==> src/rtl/scan_cfg_if.sv <==
// Video-stream and recognizer signal bundle for the scan-line configuration controller.
interface scan_cfg_if;
  logic [9:0]  vcnt;
  logic [10:0] hcnt;
  logic        Bit;
  logic [3:0]  number_in;
  logic        number_strobe;
  logic [9:0]  scany1;
  logic [9:0]  scany2;
  logic [10:0] scanx;
  logic [10:0] box_x_min;
  logic [10:0] box_x_max;
  logic [9:0]  box_y_min;
  logic [9:0]  box_y_max;
  logic        cfg_valid;
  logic [3:0]  number_out;
  logic        number_valid;

  modport master (
    output vcnt, hcnt, Bit, number_in, number_strobe,
    input  scany1, scany2, scanx, box_x_min, box_x_max, box_y_min, box_y_max,
           cfg_valid, number_out, number_valid
  );

  modport slave (
    input  vcnt, hcnt, Bit, number_in, number_strobe,
    output scany1, scany2, scanx, box_x_min, box_x_max, box_y_min, box_y_max,
           cfg_valid, number_out, number_valid
  );
endinterface

==> src/rtl/scan_cfg_ctrl.sv <==
// Per-frame bounding-box measurement, scan-line derivation with frame-aligned commit,
// and cross-frame voting on the recognizer result.
module scan_cfg_ctrl #(
  parameter int H_ACT    = 1280,
  parameter int V_ACT    = 720,
  parameter int MIN_W    = 20,
  parameter int MIN_H    = 40,
  parameter int MAX_AREA = 150000,
  parameter int STABLE_N = 3,
  parameter int DEF_Y1   = 310,
  parameter int DEF_Y2   = 443,
  parameter int DEF_X    = 610
) (
  input  logic      clk,
  input  logic      rst_n,
  scan_cfg_if.slave bus
);

  localparam int CW = $clog2(STABLE_N + 1);
  localparam logic [CW-1:0] STABLE_C = CW'(STABLE_N);

  typedef enum logic [2:0] {IDLE, MEASURE, CHECK, CALC, LOAD, WAIT_COMMIT} state_t;

  state_t      state;
  logic [10:0] x_min, x_max;
  logic [9:0]  y_min, y_max;
  logic        found;

  logic [9:0]  div_n, div_q;
  logic [1:0]  div_rem;
  logic [3:0]  div_cnt;
  logic [2:0]  div_try;
  logic        div_ge;

  logic [9:0]  sh_y1, sh_y2, sh_ymin, sh_ymax;
  logic [10:0] sh_x, sh_xmin, sh_xmax;
  logic        sh_valid;

  logic        fs, wc, pix_fg, box_ok;
  logic [10:0] box_w;
  logic [9:0]  box_h;
  logic [20:0] box_area;

  logic [3:0]    vote_last;
  logic [CW-1:0] vote_cnt, vote_cnt_nxt;
  logic          vote_same;

  function automatic logic [CW-1:0] sat_inc(input logic [CW-1:0] c);
    return (c >= STABLE_C) ? STABLE_C : c + CW'(1);
  endfunction

  assign fs     = (bus.vcnt == 10'd0) && (bus.hcnt == 11'd0);
  assign wc     = (bus.vcnt == 10'(V_ACT)) && (bus.hcnt == 11'd0);
  assign pix_fg = bus.Bit && (bus.hcnt < 11'(H_ACT)) && (bus.vcnt < 10'(V_ACT));

  assign box_w    = x_max - x_min;
  assign box_h    = y_max - y_min;
  assign box_area = {10'd0, box_w} * {11'd0, box_h};
  assign box_ok   = found && (box_w >= 11'(MIN_W)) && (box_h >= 10'(MIN_H)) &&
                    (box_area <= 21'(MAX_AREA));

  // Restoring divide by 3: remainder stays below 3, so one 3-bit trial per quotient bit
  assign div_try = {div_rem, div_n[9]};
  assign div_ge  = (div_try >= 3'd3);

  always_ff @(posedge clk or negedge rst_n) begin
    if (!rst_n) begin
      state         <= IDLE;
      x_min         <= '1;
      x_max         <= '0;
      y_min         <= '1;
      y_max         <= '0;
      found         <= 1'b0;
      div_n         <= '0;
      div_q         <= '0;
      div_rem       <= '0;
      div_cnt       <= '0;
      sh_y1         <= 10'(DEF_Y1);
      sh_y2         <= 10'(DEF_Y2);
      sh_x          <= 11'(DEF_X);
      sh_xmin       <= '0;
      sh_xmax       <= '0;
      sh_ymin       <= '0;
      sh_ymax       <= '0;
      sh_valid      <= 1'b0;
      bus.scany1    <= 10'(DEF_Y1);
      bus.scany2    <= 10'(DEF_Y2);
      bus.scanx     <= 11'(DEF_X);
      bus.box_x_min <= '0;
      bus.box_x_max <= '0;
      bus.box_y_min <= '0;
      bus.box_y_max <= '0;
      bus.cfg_valid <= 1'b0;
    end else begin
      // Every frame start begins a fresh measurement, whatever state we are in
      if (fs) begin
        x_min <= '1;
        x_max <= '0;
        y_min <= '1;
        y_max <= '0;
        found <= 1'b0;
      end else if (state == MEASURE && pix_fg) begin
        if (bus.hcnt < x_min) x_min <= bus.hcnt;
        if (bus.hcnt > x_max) x_max <= bus.hcnt;
        if (bus.vcnt < y_min) y_min <= bus.vcnt;
        if (bus.vcnt > y_max) y_max <= bus.vcnt;
        found <= 1'b1;
      end

      case (state)
        IDLE: begin
          if (fs) state <= MEASURE;
        end
        MEASURE: begin
          if (wc) state <= CHECK;
        end
        CHECK: begin
          if (fs) begin
            state <= MEASURE;
          end else if (box_ok) begin
            div_n   <= box_h;
            div_q   <= '0;
            div_rem <= '0;
            div_cnt <= '0;
            state   <= CALC;
          end else begin
            sh_valid <= 1'b0;
            state    <= WAIT_COMMIT;
          end
        end
        CALC: begin
          if (fs) begin
            state <= MEASURE;
          end else begin
            div_n   <= {div_n[8:0], 1'b0};
            div_rem <= div_ge ? 2'(div_try - 3'd3) : div_try[1:0];
            div_q   <= {div_q[8:0], div_ge};
            div_cnt <= div_cnt + 4'd1;
            if (div_cnt == 4'd9) state <= LOAD;
          end
        end
        LOAD: begin
          if (fs) begin
            state <= MEASURE;
          end else begin
            sh_y1    <= y_min + div_q;
            sh_y2    <= y_min + {div_q[8:0], 1'b0};
            sh_x     <= x_min + {1'b0, box_w[10:1]};
            sh_xmin  <= x_min;
            sh_xmax  <= x_max;
            sh_ymin  <= y_min;
            sh_ymax  <= y_max;
            sh_valid <= 1'b1;
            state    <= WAIT_COMMIT;
          end
        end
        WAIT_COMMIT: begin
          if (fs) begin
            bus.scany1    <= sh_y1;
            bus.scany2    <= sh_y2;
            bus.scanx     <= sh_x;
            bus.box_x_min <= sh_xmin;
            bus.box_x_max <= sh_xmax;
            bus.box_y_min <= sh_ymin;
            bus.box_y_max <= sh_ymax;
            bus.cfg_valid <= sh_valid;
            state         <= MEASURE;
          end
        end
        default: state <= IDLE;
      endcase
    end
  end

  // Voting sees the registered cfg_valid, so a strobe on a commit edge uses the old value
  assign vote_same    = (bus.number_in == vote_last);
  assign vote_cnt_nxt = vote_same ? sat_inc(vote_cnt) : CW'(1);

  always_ff @(posedge clk or negedge rst_n) begin
    if (!rst_n) begin
      vote_last        <= '0;
      vote_cnt         <= '0;
      bus.number_out   <= '0;
      bus.number_valid <= 1'b0;
    end else if (bus.number_strobe) begin
      if (!bus.cfg_valid) begin
        vote_cnt         <= '0;
        bus.number_valid <= 1'b0;
      end else begin
        vote_cnt <= vote_cnt_nxt;
        if (!vote_same) vote_last <= bus.number_in;
        if (vote_cnt_nxt == STABLE_C) begin
          bus.number_out   <= bus.number_in;
          bus.number_valid <= 1'b1;
        end else if (!vote_same) begin
          bus.number_valid <= 1'b0;
        end
      end
    end
  end

endmodule

==> src/flat_wrapper.sv <==
// flat-port wrapper written by rule: the top's interface ports become plain ports
module scan_cfg_ctrl_flat 
#(
  parameter int H_ACT    = 1280,
  parameter int V_ACT    = 720,
  parameter int MIN_W    = 20,
  parameter int MIN_H    = 40,
  parameter int MAX_AREA = 150000,
  parameter int STABLE_N = 3,
  parameter int DEF_Y1   = 310,
  parameter int DEF_Y2   = 443,
  parameter int DEF_X    = 610
)
  (clk, rst_n, bus_vcnt, bus_hcnt, bus_Bit, bus_number_in, bus_number_strobe, bus_scany1, bus_scany2, bus_scanx, bus_box_x_min, bus_box_x_max, bus_box_y_min, bus_box_y_max, bus_cfg_valid, bus_number_out, bus_number_valid);
  scan_cfg_if bus_i ();
  input  logic clk;
  input  logic rst_n;
  input wire logic [$bits(bus_i.vcnt)-1:0] bus_vcnt;
  input wire logic [$bits(bus_i.hcnt)-1:0] bus_hcnt;
  input wire logic [$bits(bus_i.Bit)-1:0] bus_Bit;
  input wire logic [$bits(bus_i.number_in)-1:0] bus_number_in;
  input wire logic [$bits(bus_i.number_strobe)-1:0] bus_number_strobe;
  output wire logic [$bits(bus_i.scany1)-1:0] bus_scany1;
  output wire logic [$bits(bus_i.scany2)-1:0] bus_scany2;
  output wire logic [$bits(bus_i.scanx)-1:0] bus_scanx;
  output wire logic [$bits(bus_i.box_x_min)-1:0] bus_box_x_min;
  output wire logic [$bits(bus_i.box_x_max)-1:0] bus_box_x_max;
  output wire logic [$bits(bus_i.box_y_min)-1:0] bus_box_y_min;
  output wire logic [$bits(bus_i.box_y_max)-1:0] bus_box_y_max;
  output wire logic [$bits(bus_i.cfg_valid)-1:0] bus_cfg_valid;
  output wire logic [$bits(bus_i.number_out)-1:0] bus_number_out;
  output wire logic [$bits(bus_i.number_valid)-1:0] bus_number_valid;
  assign bus_i.vcnt = bus_vcnt;
  assign bus_i.hcnt = bus_hcnt;
  assign bus_i.Bit = bus_Bit;
  assign bus_i.number_in = bus_number_in;
  assign bus_i.number_strobe = bus_number_strobe;
  assign bus_scany1 = bus_i.scany1;
  assign bus_scany2 = bus_i.scany2;
  assign bus_scanx = bus_i.scanx;
  assign bus_box_x_min = bus_i.box_x_min;
  assign bus_box_x_max = bus_i.box_x_max;
  assign bus_box_y_min = bus_i.box_y_min;
  assign bus_box_y_max = bus_i.box_y_max;
  assign bus_cfg_valid = bus_i.cfg_valid;
  assign bus_number_out = bus_i.number_out;
  assign bus_number_valid = bus_i.number_valid;
  scan_cfg_ctrl #(.H_ACT(H_ACT), .V_ACT(V_ACT), .MIN_W(MIN_W), .MIN_H(MIN_H), .MAX_AREA(MAX_AREA), .STABLE_N(STABLE_N), .DEF_Y1(DEF_Y1), .DEF_Y2(DEF_Y2), .DEF_X(DEF_X)) u_core (.clk(clk), .rst_n(rst_n), .bus(bus_i));
endmodule
==> config.mk <==
export PLATFORM = sky130hd
export DESIGN_NAME = scan_cfg_ctrl_flat
export DESIGN_NICKNAME = d
export VERILOG_FILES = /design/src/rtl/scan_cfg_if.sv /design/src/rtl/scan_cfg_ctrl.sv /design/src/flat_wrapper.sv
export SDC_FILE = /design/constraint.sdc
export NUM_CORES = 1
export LEC_CHECK = 0
export ABC_AREA = 1
export BUFFER_PORTS_ARGS = -buffer_cell sky130_fd_sc_hd__buf_4
export CELL_PAD_IN_SITES_DETAIL_PLACEMENT = 0
export CELL_PAD_IN_SITES_GLOBAL_PLACEMENT = 2
export CORE_MARGIN = 1
export CORE_UTILIZATION = 38
export DETAILED_ROUTE_END_ITERATION = 8
export GPL_TIMING_DRIVEN = 0
export PLACE_DENSITY = 0.83
export SLEW_MARGIN = 10
export SYNTH_ARGS = -nofsm -noshare
export SYNTH_HDL_FRONTEND = slang
export SYNTH_SLANG_ARGS = --single-unit
==> constraint.sdc <==
create_clock -name clk -period 8.6 [get_ports clk]
set_input_delay 1.72 -clock clk [delete_from_list [all_inputs] [get_ports clk]]
set_output_delay 1.72 -clock clk [all_outputs]
set_load 0.05 [all_outputs]
==> metrics <==
share of layout cells above drive strength 1 16.0%; Core Box Area 0.0431 mm²; 1st-iter DRT viols 694; DP HPWL 35200 µm; DRC violations left 0; Hold-fix buffers, CTS 0; #FFs+latches synth 231; Routability Congestion 0.855; io pins 108; CP Capture Type flip-flop; Seq/Total Area, Yosys 35.2%; detailed-route vias per instance 4.80; Yosys top cell area share 26.8%; CTS Buffer Depth 3; Mapped Cells 2006; Unique masters post-synth 56; critical path required time 9040 ps; top post-synthesis cells by area dfrtp_1, nand2_1, ha_1, fa_1, dfstp_2; Period Utilization, post-route 93.4%; slew margin rel. 24.7%; grt total ovfl 0; count leader, synth nand2_1; WL final 43900 µm; placed cell areas 0.0182 mm²; vias in the first global route 13107; CP Class flip-flop to flip-flop; Die Area 0.0446 mm²; Final min period 8040 ps; EDFF count, synth 0; status complete, no violations; diode count 0; Final nets 2391; RSZ-0062 raised after global routing no; Post-Syn Area 0.0166 mm²; reg-to-reg setup timing slack 560 ps; Chip Width 211 µm; # fillers 4357; Arr. time, crit path 8470 ps; CP max stage cell xor2_1; final setup skew 25.8 ps; met1 usage 28.2%; TritonCTS clock tree yes; post-route cell area 0.0192 mm²; initial core utilization 38.6%; post-CTS setup buffer count 0; routed wire length per instance 16.0 µm; CTS root buf clkbuf_16; MaxCap Viol Count 0; crit path launch type flip-flop; TritonCTS Buffers 26; post_cts resized 0; vias 13199; CP peak stage delay 900 ps; most instantiated cells after synthesis nand2_1, inv_1, o21ai_0, dfrtp_1, nor2_1; GRT met2 Usage 33.7%; TNS Setup 0 ps; Detail Route Antenna Nets 0; f_max 0.124 GHz; GRT Max-Usage Layer met2; Max Fanout on Critical Path 10; Avg Cell Area, Syn 8.29 µm²; final number of hold-violating endpoints 0; clk sinks 231; first-pass GRT wire length 71300 µm; largest net degree at the start of global routing 82; GRT met3 Usage 1.81%; area grow syn2layout 15.3%; Hold WC Path Type flip-flop to flip-flop; share of synthesized flip-flops with an asynchronous set or reset 100%; antenna violations before repair 0; GRT Total Usage 20.3%; cell mode on critical path nand2_1; 1st-pass router iterations 7; Port Buffers 107; Slew Viols, Final 0; Die Ht 211 µm; clock-pin slew on the worst setup and hold paths 60 ps; clk_lat worst skew 550 ps; actual slew at the worst max-slew pin 1130 ps; Yosys Warn Count 0; # rows 76; CTS H-Tree Depth 1; Main synth FF type dfrtp_1; syn nets 2255; # setup viols final 0; largest area contributor in the netlist dfrtp_1
-- per-stage QoR --
| step | cells | setup slack [ps] | util [%] | hold slack (ps) |
|---|---|---|---|---|
| floorplan | 2006 | 1890 | - | 438 |
| global placement | 2698 | 571 | 42.2 | 456 |
| detailed placement | 2700 | 540 | 42.3 | 462 |
| CTS | 2748 | 532 | 44.5 | 473 |
| global route | 2747 | 14.9 | 44.5 | 492 |
| finish | 2747 | 563 | 44.5 | 469 |
-- final cells by class --
class | instances | area, µm² | share of cell area (%)
Buffer | 54 | 279 | 1.46
Clock buffer | 34 | 732 | 3.82
Clock inverter | 14 | 215 | 1.12
Inverter | 313 | 1170 | 6.13
Multi-Input combinational cell | 1407 | 9320 | 48.6
Sequential cell | 231 | 5850 | 30.5
Tap cell | 585 | 732 | 3.82
Timing Repair Buffer | 109 | 866 | 4.52
-- worst max-delay path: cells and delay by family, from the launching register on --
| family | cells | cell delay (ps) |
|---|---|---|
| adders and majority gates | 8 | 3630 |
| and+or+nand+nor | 18 | 1950 |
| xor gates and xnor gates | 1 | 900 |
| buffers and inverters | 5 | 820 |
| DFF | 1 | 620 |
-- cells by family (layout without fill, tap and decap cells) --
group	after synthesis	after routing	synth area share, %
DFF	231	231	35.2
and+or+nand+nor	823	823	21.3
muxes	54	54	3.66
xor gates and xnor gates	29	29	2.09
adders and majority gates	220	220	19.9
AOI/OAI and AO/OA	281	281	9.05
buffers and inverters	368	524	8.77
-- metal layers --
layer / part of all wire, % / up-vias
li1: - / 6676
met1: 48 / 6295
met2: 47 / 180
met3: 2.9 / 48
met4: 2.2 / 0
met5: 0 / -
-- layout by cell type, fill, tap and decap left out, types with 4 or more instances in the layout --
cell type	count
inv_2	14
clkbuf_16	27
or2_2	4
nand2_2	10
nor2_2	4
nand3_2	25
nand2_1	503
clkinv_1	4
o2111ai_1	6
nand4_1	11
dfrtp_1	178
o21ai_1	5
xor2_1	15
fa_1	75
dfstp_2	53
inv_1	295
a21oi_1	66
o21bai_1	4
buf_4	108
nand3b_1	7
bufinv_16	5
ha_1	145
xor2_4	5
mux2_2	54
o21ai_0	180
nor3_1	18
clkbuf_1	42
nor2_1	158
buf_2	4
buf_1	4
nand3_1	69
clkinv_4	4
xnor2_1	9
-- registers in the layout, summed over array words and instances (netlist names), 11 cells and up --
name,cells
u_core.sh_x,11
u_core.bus.box_x_min,11
u_core.x_min,11
u_core.sh_xmin,11
u_core.bus.scanx,11
u_core.bus.box_x_max,11
u_core.sh_xmax,11
u_core.x_max,11
-- path summary, 6_finish.rpt --
kind,start,to,cells after the start
max in group asynchronous,rst_n,u_core.bus.scany1[4]$_DFFE_PN1P_,3
min in group asynchronous,rst_n,u_core.bus.number_out[3]$_DFFE_PN0P_,1
setup / recovery,u_core.x_min[0]$_DFFE_PN1P_,u_core.div_cnt[1]$_DFFE_PN0P_,32
hold reg to reg,u_core.sh_x[1]$_DFFE_PN1P_,u_core.sh_x[1]$_DFFE_PN1P_,2
hold / removal,u_core.sh_x[1]$_DFFE_PN1P_,u_core.sh_x[1]$_DFFE_PN1P_,2
setup reg to reg,u_core.x_min[0]$_DFFE_PN1P_,u_core.div_cnt[1]$_DFFE_PN0P_,32
Power is left out: the tool's default activity adds up to more than one toggle a clock period on the data nets, which glitch-free logic cannot reach.
